### config.mk
export PLATFORM = sky130hd
export DESIGN_NAME = id_ex_stage
export DESIGN_NICKNAME = d
export VERILOG_FILES = /design/src/rtl/pipe_pkg.sv /design/src/rtl/hazard_detect.sv /design/src/rtl/id_ex_stage.sv
export SDC_FILE = /design/constraint.sdc
export NUM_CORES = 1
export LEC_CHECK = 0
export CAP_MARGIN = 15
export CORE_UTILIZATION = 42
export CTS_BUF_LIST = sky130_fd_sc_hd__clkbuf_4 sky130_fd_sc_hd__clkbuf_8 sky130_fd_sc_hd__clkbuf_16
export DETAILED_ROUTE_END_ITERATION = 10
export MAX_ROUTING_LAYER = met4
export PLACE_DENSITY = 0.83
export SLEW_MARGIN = 20
export SYNTH_ARGS = -nofsm -noshare
export SYNTH_HDL_FRONTEND = slang
export SYNTH_SLANG_ARGS = --single-unit
### constraint.sdc
create_clock -name clk -period 6.8 [get_ports clk]
set_input_delay 1.02 -clock clk [delete_from_list [all_inputs] [get_ports clk]]
set_output_delay 1.02 -clock clk [all_outputs]
set_load 0.05 [all_outputs]
### src/rtl/pipe_pkg.sv
// pipe_pkg: shared widths, ID/EX control bundle and bubble constant for the five-stage core
package pipe_pkg;
    localparam int DEF_XLEN    = 32;
    localparam int DEF_ALUOP_W = 4;
    localparam int REG_W       = 5;

    typedef struct packed {
        logic                   regwrite;
        logic                   memread;
        logic                   memwrite;
        logic                   memtoreg;
        logic                   alusrc;
        logic                   branch;
        logic [DEF_ALUOP_W-1:0] aluop;
    } ctrl_t;

    localparam ctrl_t CTRL_BUBBLE = '0;
endpackage

### src/rtl/hazard_detect.sv
// hazard_detect: combinational load-use compare and IF/ID stall request
//   ex_valid_i, ex_memread_i, ex_rd_i : instruction currently in EX
//   id_valid_i, id_rs1_i, id_rs2_i    : instruction currently in ID
//   hold_i, flush_i                   : downstream stall, branch squash
//   lu_o                              : load in EX feeds ID instruction
//   stall_if_o                        : freeze PC and IF/ID this cycle
module hazard_detect
    import pipe_pkg::*;
(
    input  logic             ex_valid_i,
    input  logic             ex_memread_i,
    input  logic [REG_W-1:0] ex_rd_i,
    input  logic             id_valid_i,
    input  logic [REG_W-1:0] id_rs1_i,
    input  logic [REG_W-1:0] id_rs2_i,
    input  logic             hold_i,
    input  logic             flush_i,
    output logic             lu_o,
    output logic             stall_if_o
);
    // x0 is never a real producer, so a load to x0 cannot create a hazard
    assign lu_o = ex_valid_i & ex_memread_i & (ex_rd_i != '0) & id_valid_i &
                  ((ex_rd_i == id_rs1_i) | (ex_rd_i == id_rs2_i));
    // a flushed ID instruction is discarded, so there is nothing to re-present
    assign stall_if_o = hold_i | (lu_o & ~flush_i);
endmodule

### src/rtl/id_ex_stage.sv
// id_ex_stage: ID/EX pipeline register with load-use interlock, hold and flush
//   clk, rst (async, active-high), hold, flush
//   id_*            : decoded instruction from ID
//   regwrite_wb, wr_wb, wb_data : WB write port, used only with RF_BYPASS_EN
//   ex_*, regrs*_ex, wr_ex, *_ex : registered EX-side copies
//   stall_if        : freeze PC and IF/ID register this cycle
// Build option: define RF_BYPASS_EN to forward a same-cycle WB write into the captured operands.
module id_ex_stage
    import pipe_pkg::*;
#(
    parameter int XLEN    = DEF_XLEN,
    parameter int ALUOP_W = DEF_ALUOP_W
) (
    input  logic               clk,
    input  logic               rst,
    input  logic               hold,
    input  logic               flush,
    input  logic               id_valid,
    input  logic [XLEN-1:0]    id_pc,
    input  logic [REG_W-1:0]   id_rs1,
    input  logic [REG_W-1:0]   id_rs2,
    input  logic [REG_W-1:0]   id_rd,
    input  logic [XLEN-1:0]    id_rdata1,
    input  logic [XLEN-1:0]    id_rdata2,
    input  logic [XLEN-1:0]    id_imm,
    input  logic               id_regwrite,
    input  logic               id_memread,
    input  logic               id_memwrite,
    input  logic               id_memtoreg,
    input  logic               id_alusrc,
    input  logic               id_branch,
    input  logic [ALUOP_W-1:0] id_aluop,
    input  logic               regwrite_wb,
    input  logic [REG_W-1:0]   wr_wb,
    input  logic [XLEN-1:0]    wb_data,
    output logic               ex_valid,
    output logic [XLEN-1:0]    ex_pc,
    output logic [XLEN-1:0]    ex_rdata1,
    output logic [XLEN-1:0]    ex_rdata2,
    output logic [XLEN-1:0]    ex_imm,
    output logic [REG_W-1:0]   regrs1_ex,
    output logic [REG_W-1:0]   regrs2_ex,
    output logic [REG_W-1:0]   wr_ex,
    output logic               regwrite_ex,
    output logic               memread_ex,
    output logic               memwrite_ex,
    output logic               memtoreg_ex,
    output logic               alusrc_ex,
    output logic               branch_ex,
    output logic [ALUOP_W-1:0] aluop_ex,
    output logic               stall_if
);
    logic             valid_q, valid_d;
    logic [XLEN-1:0]  pc_q, pc_d, rdata1_q, rdata1_d, rdata2_q, rdata2_d, imm_q, imm_d;
    logic [REG_W-1:0] rs1_q, rs1_d, rs2_q, rs2_d, rd_q, rd_d;
    ctrl_t            ctrl_q, ctrl_d;
    logic             lu, bubble;

    hazard_detect u_hazard (
        .ex_valid_i   (valid_q),
        .ex_memread_i (ctrl_q.memread),
        .ex_rd_i      (rd_q),
        .id_valid_i   (id_valid),
        .id_rs1_i     (id_rs1),
        .id_rs2_i     (id_rs2),
        .hold_i       (hold),
        .flush_i      (flush),
        .lu_o         (lu),
        .stall_if_o   (stall_if)
    );

`ifdef RF_BYPASS_EN
    logic byp1, byp2;
    assign byp1 = regwrite_wb & (wr_wb != '0) & (wr_wb == id_rs1);
    assign byp2 = regwrite_wb & (wr_wb != '0) & (wr_wb == id_rs2);
`else
    logic unused_wb;
    assign unused_wb = ^{regwrite_wb, wr_wb, wb_data};
`endif

    // the interlock needs no state: the bubble clears memread_ex, so lu drops next cycle
    always_comb begin
        bubble   = flush | lu;
        valid_d  = ~bubble & id_valid;
        ctrl_d   = (bubble | ~id_valid) ? CTRL_BUBBLE :
                   ctrl_t'{regwrite: id_regwrite, memread: id_memread, memwrite: id_memwrite,
                           memtoreg: id_memtoreg, alusrc: id_alusrc, branch: id_branch,
                           aluop: id_aluop};
        pc_d     = bubble ? '0 : id_pc;
        imm_d    = bubble ? '0 : id_imm;
        rs1_d    = bubble ? '0 : id_rs1;
        rs2_d    = bubble ? '0 : id_rs2;
        rd_d     = bubble ? '0 : id_rd;
`ifdef RF_BYPASS_EN
        rdata1_d = bubble ? '0 : byp1 ? wb_data : id_rdata1;
        rdata2_d = bubble ? '0 : byp2 ? wb_data : id_rdata2;
`else
        rdata1_d = bubble ? '0 : id_rdata1;
        rdata2_d = bubble ? '0 : id_rdata2;
`endif
    end

    always_ff @(posedge clk or posedge rst) begin
        if (rst) begin
            valid_q  <= 1'b0;
            pc_q     <= '0;
            rdata1_q <= '0;
            rdata2_q <= '0;
            imm_q    <= '0;
            rs1_q    <= '0;
            rs2_q    <= '0;
            rd_q     <= '0;
            ctrl_q   <= CTRL_BUBBLE;
        end else if (!hold) begin
            valid_q  <= valid_d;
            pc_q     <= pc_d;
            rdata1_q <= rdata1_d;
            rdata2_q <= rdata2_d;
            imm_q    <= imm_d;
            rs1_q    <= rs1_d;
            rs2_q    <= rs2_d;
            rd_q     <= rd_d;
            ctrl_q   <= ctrl_d;
        end
    end

    assign ex_valid    = valid_q;
    assign ex_pc       = pc_q;
    assign ex_rdata1   = rdata1_q;
    assign ex_rdata2   = rdata2_q;
    assign ex_imm      = imm_q;
    assign regrs1_ex   = rs1_q;
    assign regrs2_ex   = rs2_q;
    assign wr_ex       = rd_q;
    assign regwrite_ex = ctrl_q.regwrite;
    assign memread_ex  = ctrl_q.memread;
    assign memwrite_ex = ctrl_q.memwrite;
    assign memtoreg_ex = ctrl_q.memtoreg;
    assign alusrc_ex   = ctrl_q.alusrc;
    assign branch_ex   = ctrl_q.branch;
    assign aluop_ex    = ctrl_q.aluop;
endmodule

==> results of run 1 <==
## layer usage
layer | up-vias | global-route usage | wire [µm]
li1 | 2816 | - | -
met1 | 2716 | 0.248 | 7680
met2 | 228 | 0.366 | 9700
met3 | 18 | 0.0707 | 1590
met4 | 0 | 0.0562 | 227
met5 | - | - | 0
## metrics by stage
stage                     worst slack, ns  std cells  utilization  instance area (µm²)  hold slack (ns)
after floorplan                      1.63        689            -                 7480            0.772
after global placement               2.66       1181        0.614                10700            0.461
after detailed placement             2.65       1181        0.614                10700            0.462
after CTS                            2.63       1213        0.650                11300            0.479
after global routing                 2.52       1214        0.652                11300            0.497
final                                2.64       1214        0.652                11300            0.476
## layout by cell type, fill, tap and decap left out, drive strengths merged, types with 4 or more instances in the layout
| cell type | count |
|---|---|
| clkdlybuf4s50 | 311 |
| o31ai | 145 |
| bufinv | 4 |
| nand2 | 154 |
| dfrtp | 154 |
| clkbuf | 19 |
| clkinv | 4 |
| xor2 | 10 |
| buf | 9 |
| inv | 159 |
| o41ai | 10 |
## worst max-delay path, stage by stage
cell	delay, ns
clkdlybuf4s50_1	0.49
xor2_1	0.18
nor3_1	0.17
a22oi_1	0.16
o31ai_1	0.27
clkdlybuf4s50_1	0.86
## kinds of logic (layout without fill, tap and decap cells)
group | count (synthesis) | in the layout
flip-flops | 154 | 154
AO/OA/AOI/OAI | 158 | 158
XOR/XNOR | 10 | 10
buffers and inverters | 208 | 508
AND/OR/NAND/NOR | 159 | 159
## report_power, final
| part | total, mW | internal (mW) | switching [mW] |
|---|---|---|---|
| Sequential | 1.03 | 0.986 | 0.0424 |
| Clock | 1.02 | 0.628 | 0.397 |
| Combinational | 0.716 | 0.270 | 0.446 |
## path summary, 6_finish.rpt
| check | from | endpoint | slack, ns | depth (start not counted) |
|---|---|---|---|---|
| setup / recovery | id_rs2[0] | stall_if | 2.64 | 6 |
| min in group asynchronous | rst | ex_rdata2[26] | 1.12 | 2 |
| max in group asynchronous | rst | ex_rdata1[18] | 4.24 | 3 |
| hold / removal | aluop_ex[1] | aluop_ex[1] | 0.48 | 2 |
| setup reg to reg | wr_ex[2] | ex_rdata1[23] | 3.90 | 6 |
| hold reg to reg | aluop_ex[1] | aluop_ex[1] | 0.48 | 2 |
## final cells by class
type / instances / area [µm²]
Clock inverter: 13 / 193
Fill cell: 1328 / 6040
Timing Repair Buffer: 320 / 3220
Multi-Input combinational cell: 327 / 2730
Sequential cell: 154 / 3850
Clock buffer: 19 / 440
Tap cell: 225 / 282
Inverter: 156 / 591
## sequential cells by signal (all words and copies together), names as in the netlist, 4 cells and up
| register | cells |
|---|---|
| ex_imm | 32 |
| ex_pc | 32 |
| ex_rdata1 | 32 |
| ex_rdata2 | 32 |
| regrs1_ex | 5 |
| regrs2_ex | 5 |
| wr_ex | 5 |
| aluop_ex | 4 |
==> results.sh, run 1 <==
export IMPL_grt_overflow_total=0
export IMPL_status="finished, final reports clean"
export IMPL_root_buffer="clkbuf_16"
export IMPL_min_period_over_period=0.612
export IMPL_die_w_um=135
export IMPL_peakVddDrop_mv=0.158
export IMPL_fp_row_count=48
export IMPL_cp_start_kind="input port"
export IMPL_antenna_found_initial=0
export IMPL_finalSetupViolCount=0
export IMPL_synth_top_area_share=0.515
export IMPL_vias_per_cell=4.76
export IMPL_cts_setup_buffers=0
export IMPL_synth_compound_area_share=0.271
export IMPL_cts_htree_levels=4
export IMPL_dieHeight_um=135
export IMPL_min_period_ns=4.16
export IMPL_synth_distinct_cells=19
export IMPL_hold_path_class="register to register"
export IMPL_total_leakage_power_nw=5.11
export IMPL_synthArstFlopShare=1.00
export IMPL_worstPathMaxFanout=2
export IMPL_finalMaxSlewViolations=0
export IMPL_coreArea_mm2=0.0174
export IMPL_relSlewSlack=0.300
export IMPL_critPathKind="input port to output pin"
export IMPL_yosys_area_top_type="dfrtp_1"
export IMPL_ys_ff_latch=154
export IMPL_n_antenna_cell=0
export IMPL_syn_num_nets=885
export IMPL_place_gp_congestion=0.791
export IMPL_vias=5778
export IMPL_synthCells=689
export IMPL_clk_latency_ns=0.41
export IMPL_synthFlopType="dfrtp_1"
export IMPL_grt_max_degree=103
export IMPL_dr_pass1_iters=4
export IMPL_cts_tree="yes"
export IMPL_nNetsFinal=1172
export IMPL_cts_hold_buf=0
export IMPL_muxShareOfSynthArea=0
export IMPL_finClkSkew_ns=0.00629
export IMPL_grt_setup_unrepaired="false"
export IMPL_synth_most_common_cell="inv_1"
export IMPL_cts_buffer_depth=2
export IMPL_track_usage=0.217
export IMPL_cts_sinks=154
export IMPL_cp_arrival_ns=3.14
export IMPL_drc=0
export IMPL_synth_top_cells_by_count="156 x inv_1, 154 x dfrtp_1, 154 x nand2_1, 85 x o31ai_1, 60 x o31ai_4"
export IMPL_worst_pin_slew_ns=1.05
export IMPL_cts_buffers=17
export IMPL_routed_wl_um=19200
export IMPL_synthTopCellsByArea="dfrtp_1 51%, o31ai_4 17%, o31ai_1 8.5%"
export IMPL_wire_per_inst_um=15.8
export IMPL_yosysSeqAreaShare=0.515
export IMPL_drtIter0Drc=287
export IMPL_port_buffers=312
export IMPL_hold_viol=0
export IMPL_cap_violations=0
export IMPL_cp_end_kind="output pin"
export IMPL_area_growth_pct=51.2
export IMPL_yosysWarnings=0
export IMPL_power_density_mw_per_mm2=245
export IMPL_layout_drive_gt1_share=0.105
export IMPL_io_pins=351
export IMPL_cp_required_ns=5.78
export IMPL_synth_adder_area_share=0
export IMPL_synth_area_mm2=0.00748
export IMPL_clk_pin_slew_ns=0.06
export IMPL_hpwlAfterDp_um=13400
export IMPL_p_total_mw=2.77
export IMPL_ant_nets=0
export IMPL_synth_xor_area_frac=0.0117
export IMPL_tns_ns=0
export IMPL_grt_first_pass_wirelength_um=29700
export IMPL_timing_fmax_mhz=240
export IMPL_grt_pass1_vias=5669
export IMPL_synth_simple_area_share=0.0806
export IMPL_cts_resized_gates=0
export IMPL_synth_edf_count=0
export IMPL_synth_top_family_by_area="compound AO/OA/AOI/OAI gates"
export IMPL_start_util=0.431
export IMPL_avgSynthCellArea_um2=10.9
export IMPL_dieArea_mm2=0.0184
Power figures use the tool's default switching activity.
==> run 2, diff against run 1 <==
Settings changed: CORE_UTILIZATION 42 to 38, PLACE_DENSITY 0.83 to 0.79.
Clock period 6.8 ns to 3.75 ns, I/O delays scaled along.
==> run 2 against run 1 <==
Net effect:
- non-clock buffer count increased by 3
- clock power increased by 77%
- die area rose by 10%
- core utilization shrank 5.1 points
- sequential power rose by 81%
- power is 80% higher
- cell area increased by 0.96%
- first-iteration DRC count up 1.7%
- clock skew rose by 0.0035 ns
- largest power group unchanged
- highest routed layer unchanged
==> results.sh, run 2 (synthesis results as in run 1) <==
export IMPL_status="finished, final reports clean"
export IMPL_dieHeight_um=142
export IMPL_cp_arrival_ns=2.35
export IMPL_cts_buffers=17
export IMPL_vias=5767
export IMPL_clk_latency_ns=0.42
export IMPL_worstPathMaxFanout=2
export IMPL_fp_row_count=50
export IMPL_cp_end_kind="output pin"
export IMPL_grt_pass1_vias=5723
export IMPL_tns_ns=0
export IMPL_root_buffer="clkbuf_16"
export IMPL_crit_chain="clkdlybuf4s50_1, xor2_1, nor3_1, a22oi_1, o31ai_1, buf_4"
export IMPL_cts_buffer_depth=2
export IMPL_io_pins=351
export IMPL_cap_violations=0
export IMPL_dr_pass1_iters=4
export IMPL_cts_resized_gates=0
export IMPL_cts_setup_buffers=0
export IMPL_relSlewSlack=0.420
export IMPL_dp_cells=1220
export IMPL_switching_share=0.325
export IMPL_grt_setup_unrepaired="false"
export IMPL_peakVddDrop_mv=0.285
export IMPL_cts_hold_buf=0
export IMPL_finClkSkew_ns=0.00975
export IMPL_final_cells=1252
export IMPL_final_common_cell="clkdlybuf4s50_1"
export IMPL_pwr_share_clk=0.364
export IMPL_critPathSlowestCell="clkdlybuf4s50_1"
export IMPL_layout_drive_gt1_share=0.109
export IMPL_place_gp_congestion=0.779
export IMPL_drc=0
export IMPL_die_w_um=142
export IMPL_track_usage=0.201
export IMPL_dieArea_mm2=0.0203
export IMPL_ant_nets=0
export IMPL_grtUsageMet3=0.0683
export IMPL_hold_path_class="register to register"
export IMPL_cp_required_ns=3.19
export IMPL_wire_per_inst_um=15.6
export IMPL_pwr_share_comb=0.263
export IMPL_port_buffers=312
export IMPL_grt_busiest_layer="met2"
export IMPL_grt_overflow_total=0
export IMPL_vias_per_cell=4.61
export IMPL_area_growth_pct=52.6
export IMPL_finalMaxSlewViolations=0
export IMPL_routed_wl_um=19500
export IMPL_cp_start_kind="input port"
export IMPL_fillers=1554
export IMPL_grt_first_pass_wirelength_um=30100
export IMPL_antenna_found_initial=0
export IMPL_clk_pin_slew_ns=0.06
export IMPL_grtUsageMet2=0.319
export IMPL_cts_sinks=154
export IMPL_internal_power_mw=3.37
export IMPL_timing_fmax_mhz=344
export IMPL_layout_common_cells="310 x clkdlybuf4s50_1, 155 x inv_1, 154 x nand2_1, 154 x dfrtp_1, 85 x o31ai_1"
export IMPL_seqPwrFrac=0.374
export IMPL_nNetsFinal=1175
export IMPL_min_period_ns=2.91
export IMPL_coreArea_mm2=0.0190
export IMPL_drtIter0Drc=292
export IMPL_hold_viol=0
export IMPL_total_leakage_power_nw=5.12
export IMPL_power_switching_mw=1.62
export IMPL_min_period_over_period=0.776
export IMPL_cts_htree_levels=4
export IMPL_cts_tree="yes"
export IMPL_slowest_delay_ns=0.44
export IMPL_use_met1=0.234
export IMPL_n_antenna_cell=0
export IMPL_place_area_mm2=0.0108
export IMPL_finalSetupViolCount=0
export IMPL_start_util=0.394
export IMPL_critPathKind="input port to output pin"
export IMPL_hpwlAfterDp_um=13600
export IMPL_worst_pin_slew_ns=0.870
export IMPL_power_density_mw_per_mm2=436
export IMPL_grt_max_degree=155
export IMPL_final_area_mm2=0.0114
## run 2: worst max-delay path: cells and delay by family
kind                   cells  cell delay (ns)
XOR/XNOR                   1             0.15
buffers and inverters      2             0.69
AND/OR/NAND/NOR            1             0.39
AO/OA/AOI/OAI              2             0.54
## run 2: worst paths after layout
check	start	to	slack (ns)	depth (start not counted)
setup / recovery	id_rs2[2]	stall_if	0.84	6
hold / removal	ex_rdata1[28]	ex_rdata1[28]	0.48	2
min in group asynchronous	rst	ex_rdata2[21]	0.75	3
setup reg to reg	wr_ex[2]	ex_rdata2[31]	1.35	7
hold reg to reg	ex_rdata1[28]	ex_rdata1[28]	0.48	2
max in group asynchronous	rst	aluop_ex[2]	2.34	3
## run 2: area by class of cell
cell class	instances	area, µm²	share of cell area
sequential	154	3850	0.337
timing repair buffer	323	3310	0.290
multi-input combinational	327	2730	0.239
inverter	156	589	0.0516
clock buffer	20	448	0.0392
tap	260	325	0.0285
clock inverter	12	164	0.0143
## run 2: metrics by stage
step / power (mW) / setup WS, ns / hold slack (ns) / utilization
5_1_grt: 5.18 / 0.777 / 0.499 / 0.601
3_5_place_dp: 3.21 / 0.826 / 0.467 / 0.568
4_1_cts: 5.05 / 0.824 / 0.484 / 0.601
2_1_floorplan: 2.70 / 0.844 / 0.699 / -
6_report: 4.98 / 0.839 / 0.482 / 0.601
3_3_place_gp: 3.20 / 0.894 / 0.460 / 0.568
## run 2: metal layers
metal | up-vias | wire, µm
li1 | 2825 | -
met5 | - | 0
met2 | 234 | 9370
met4 | 0 | 429
met1 | 2686 | 7960
met3 | 22 | 1750
## run 2: power by group through the flow
stage / registers (mW) / clock network (mW) / logic, mW
floorplan: 2.33 / 0 / 0.368
global placement: 1.89 / 0 / 1.31
detailed placement: 1.89 / 0 / 1.32
CTS: 1.86 / 1.86 / 1.32
global route: 1.88 / 1.93 / 1.38
finish: 1.86 / 1.81 / 1.31
==> run 3, diff against run 2 <==
Settings changed: CORE_UTILIZATION 38 to 42, PLACE_DENSITY 0.79 to 0.83.
Clock period 3.75 ns to 2.9 ns, I/O delays scaled along.
==> run 3 against run 2 <==
Net effect:
- hold slack got worse by 0.097 ns
- first-iteration DRC count fell by 4.1%
- global-route usage rose by 2.3 points
- clock power rose by 27%
- via count rose by 0.99%
- clock skew rose by 0.00069 ns
- non-clock buffer count rose by 4
- critical path type unchanged
==> results.sh, run 3 (synthesis results as in run 1) <==
export IMPL_status="finished, final reports clean"
export IMPL_min_period_ns=2.48
export IMPL_start_util=0.431
export IMPL_tns_ns=0
export IMPL_finalMaxSlewViolations=0
export IMPL_cp_end_kind="output pin"
export IMPL_finClkSkew_ns=0.0104
export IMPL_grt_max_degree=105
export IMPL_track_usage=0.224
export IMPL_clk_latency_ns=0.41
export IMPL_hold_path_class="input port to async pin"
export IMPL_cp_start_kind="input port"
export IMPL_cts_htree_levels=4
export IMPL_routed_wl_um=19500
export IMPL_internal_power_mw=4.37
export IMPL_clk_pin_slew_ns=0.06
export IMPL_finalSetupViolCount=0
export IMPL_vias_per_cell=4.77
export IMPL_nNetsFinal=1179
export IMPL_grt_first_pass_wirelength_um=30400
export IMPL_slowest_delay_ns=0.48
export IMPL_n_antenna_cell=0
export IMPL_peakVddDrop_mv=0.378
export IMPL_cts_resized_gates=0
export IMPL_dieArea_mm2=0.0184
export IMPL_pwr_share_clk=0.357
export IMPL_cp_arrival_ns=2.04
export IMPL_ant_nets=0
export IMPL_cp_buffers_inverters=2
export IMPL_critPathSlowestCell="clkdlybuf4s50_1"
export IMPL_port_buffers=312
export IMPL_cts_buffer_depth=2
export IMPL_wire_per_inst_um=16.0
export IMPL_final_common_cell="clkdlybuf4s50_1"
export IMPL_crit_chain="clkdlybuf4s50_1, xor2_1, nor3_1, a22oi_1, o31ai_1, buf_12"
export IMPL_coreArea_mm2=0.0174
export IMPL_min_period_over_period=0.854
export IMPL_hold_viol=0
export IMPL_worst_pin_slew_ns=0.595
export IMPL_power_switching_mw=2.04
export IMPL_antenna_found_initial=0
export IMPL_seqPwrFrac=0.376
export IMPL_grt_setup_unrepaired="false"
export IMPL_area_growth_pct=53.0
export IMPL_critPathKind="input port to output pin"
export IMPL_die_w_um=135
export IMPL_cts_setup_buffers=0
export IMPL_hpwlAfterDp_um=14100
export IMPL_root_buffer="clkbuf_16"
export IMPL_cp_required_ns=2.47
export IMPL_switching_share=0.318
export IMPL_power_density_mw_per_mm2=560
export IMPL_cts_buffers=17
export IMPL_timing_fmax_mhz=404
export IMPL_worstPathMaxFanout=2
export IMPL_fp_row_count=48
export IMPL_cts_tree="yes"
export IMPL_relSlewSlack=0.602
export IMPL_io_pins=351
export IMPL_dieHeight_um=135
export IMPL_layout_common_cells="310 x clkdlybuf4s50_1, 155 x inv_1, 154 x nand2_1, 154 x dfrtp_1, 85 x o31ai_1"
export IMPL_cts_hold_buf=0
export IMPL_layout_drive_gt1_share=0.112
export IMPL_cts_sinks=154
export IMPL_drc=0
export IMPL_p_total_mw=6.41
export IMPL_cp_top_family="buffers and inverters"
export IMPL_total_leakage_power_nw=5.17
export IMPL_place_gp_congestion=0.775
export IMPL_grt_overflow_total=0
export IMPL_vias=5824
export IMPL_cap_violations=0
export IMPL_pwr_share_comb=0.267
export IMPL_grt_pass1_vias=5876
export IMPL_drtIter0Drc=280
export IMPL_dr_pass1_iters=4
## run 3: cell count changes in the layout (fill, tap and decap cells not counted)
cell	delta
clkbuf_8	+1
clkinv_4	+2
buf_12	+4
inv_6	-3
clkinvlp_4	-3
clkinv_2	+2
## run 3: per-stage QoR
step / utilization / setup slack [ns] / hold WS [ns] / cells / instance area [µm²]
5_1_grt: 0.660 / 0.337 / 0.407 / 1220 / 11500
3_3_place_gp: 0.625 / 0.422 / 0.459 / 1189 / 10800
6_report: 0.660 / 0.423 / 0.385 / 1220 / 11500
4_1_cts: 0.660 / 0.421 / 0.377 / 1220 / 11500
3_5_place_dp: 0.625 / 0.337 / 0.467 / 1189 / 10800
2_1_floorplan: - / 0.121 / 0.572 / 689 / 7490
## run 3: area by class of cell
class | count | area, µm²
inverter | 156 | 589
tap | 225 | 282
sequential | 154 | 3850
clock inverter | 10 | 143
multi-input combinational | 327 | 2730
clock buffer | 21 | 462
timing repair buffer | 327 | 3390
fill | 1300 | 5910
## run 3: final timing paths
kind	from	end	slack [ns]	cells past startpoint
min reg2reg	aluop_ex[1]	aluop_ex[1]	0.48	2
max reg2reg	wr_ex[0]	ex_rdata1[28]	0.66	6
min	rst	ex_rdata2[7]	0.38	2
min in group clk	hold	aluop_ex[0]	0.42	3
max in group asynchronous	rst	ex_imm[19]	1.86	3
max	id_rs2[2]	stall_if	0.42	6
## run 3: metal layers
metal  global-route usage  share of wire  vias to the layer above
met3               0.0632          0.076                       28
met4               0.0836          0.023                        0
li1                     -              -                     2828
met1                0.252           0.40                     2724
met5                    -              0                        -
met2                0.377           0.50                      244
## run 3: power by group through the flow
stage                     Combinational (mW)  Sequential, mW  Clock [mW]
after CTS                               1.73            2.41        2.33
after detailed placement                1.72            2.45           0
after floorplan                        0.475            3.02           0
after global routing                    1.80            2.43        2.43
after global placement                  1.70            2.44           0
final                                   1.71            2.41        2.29
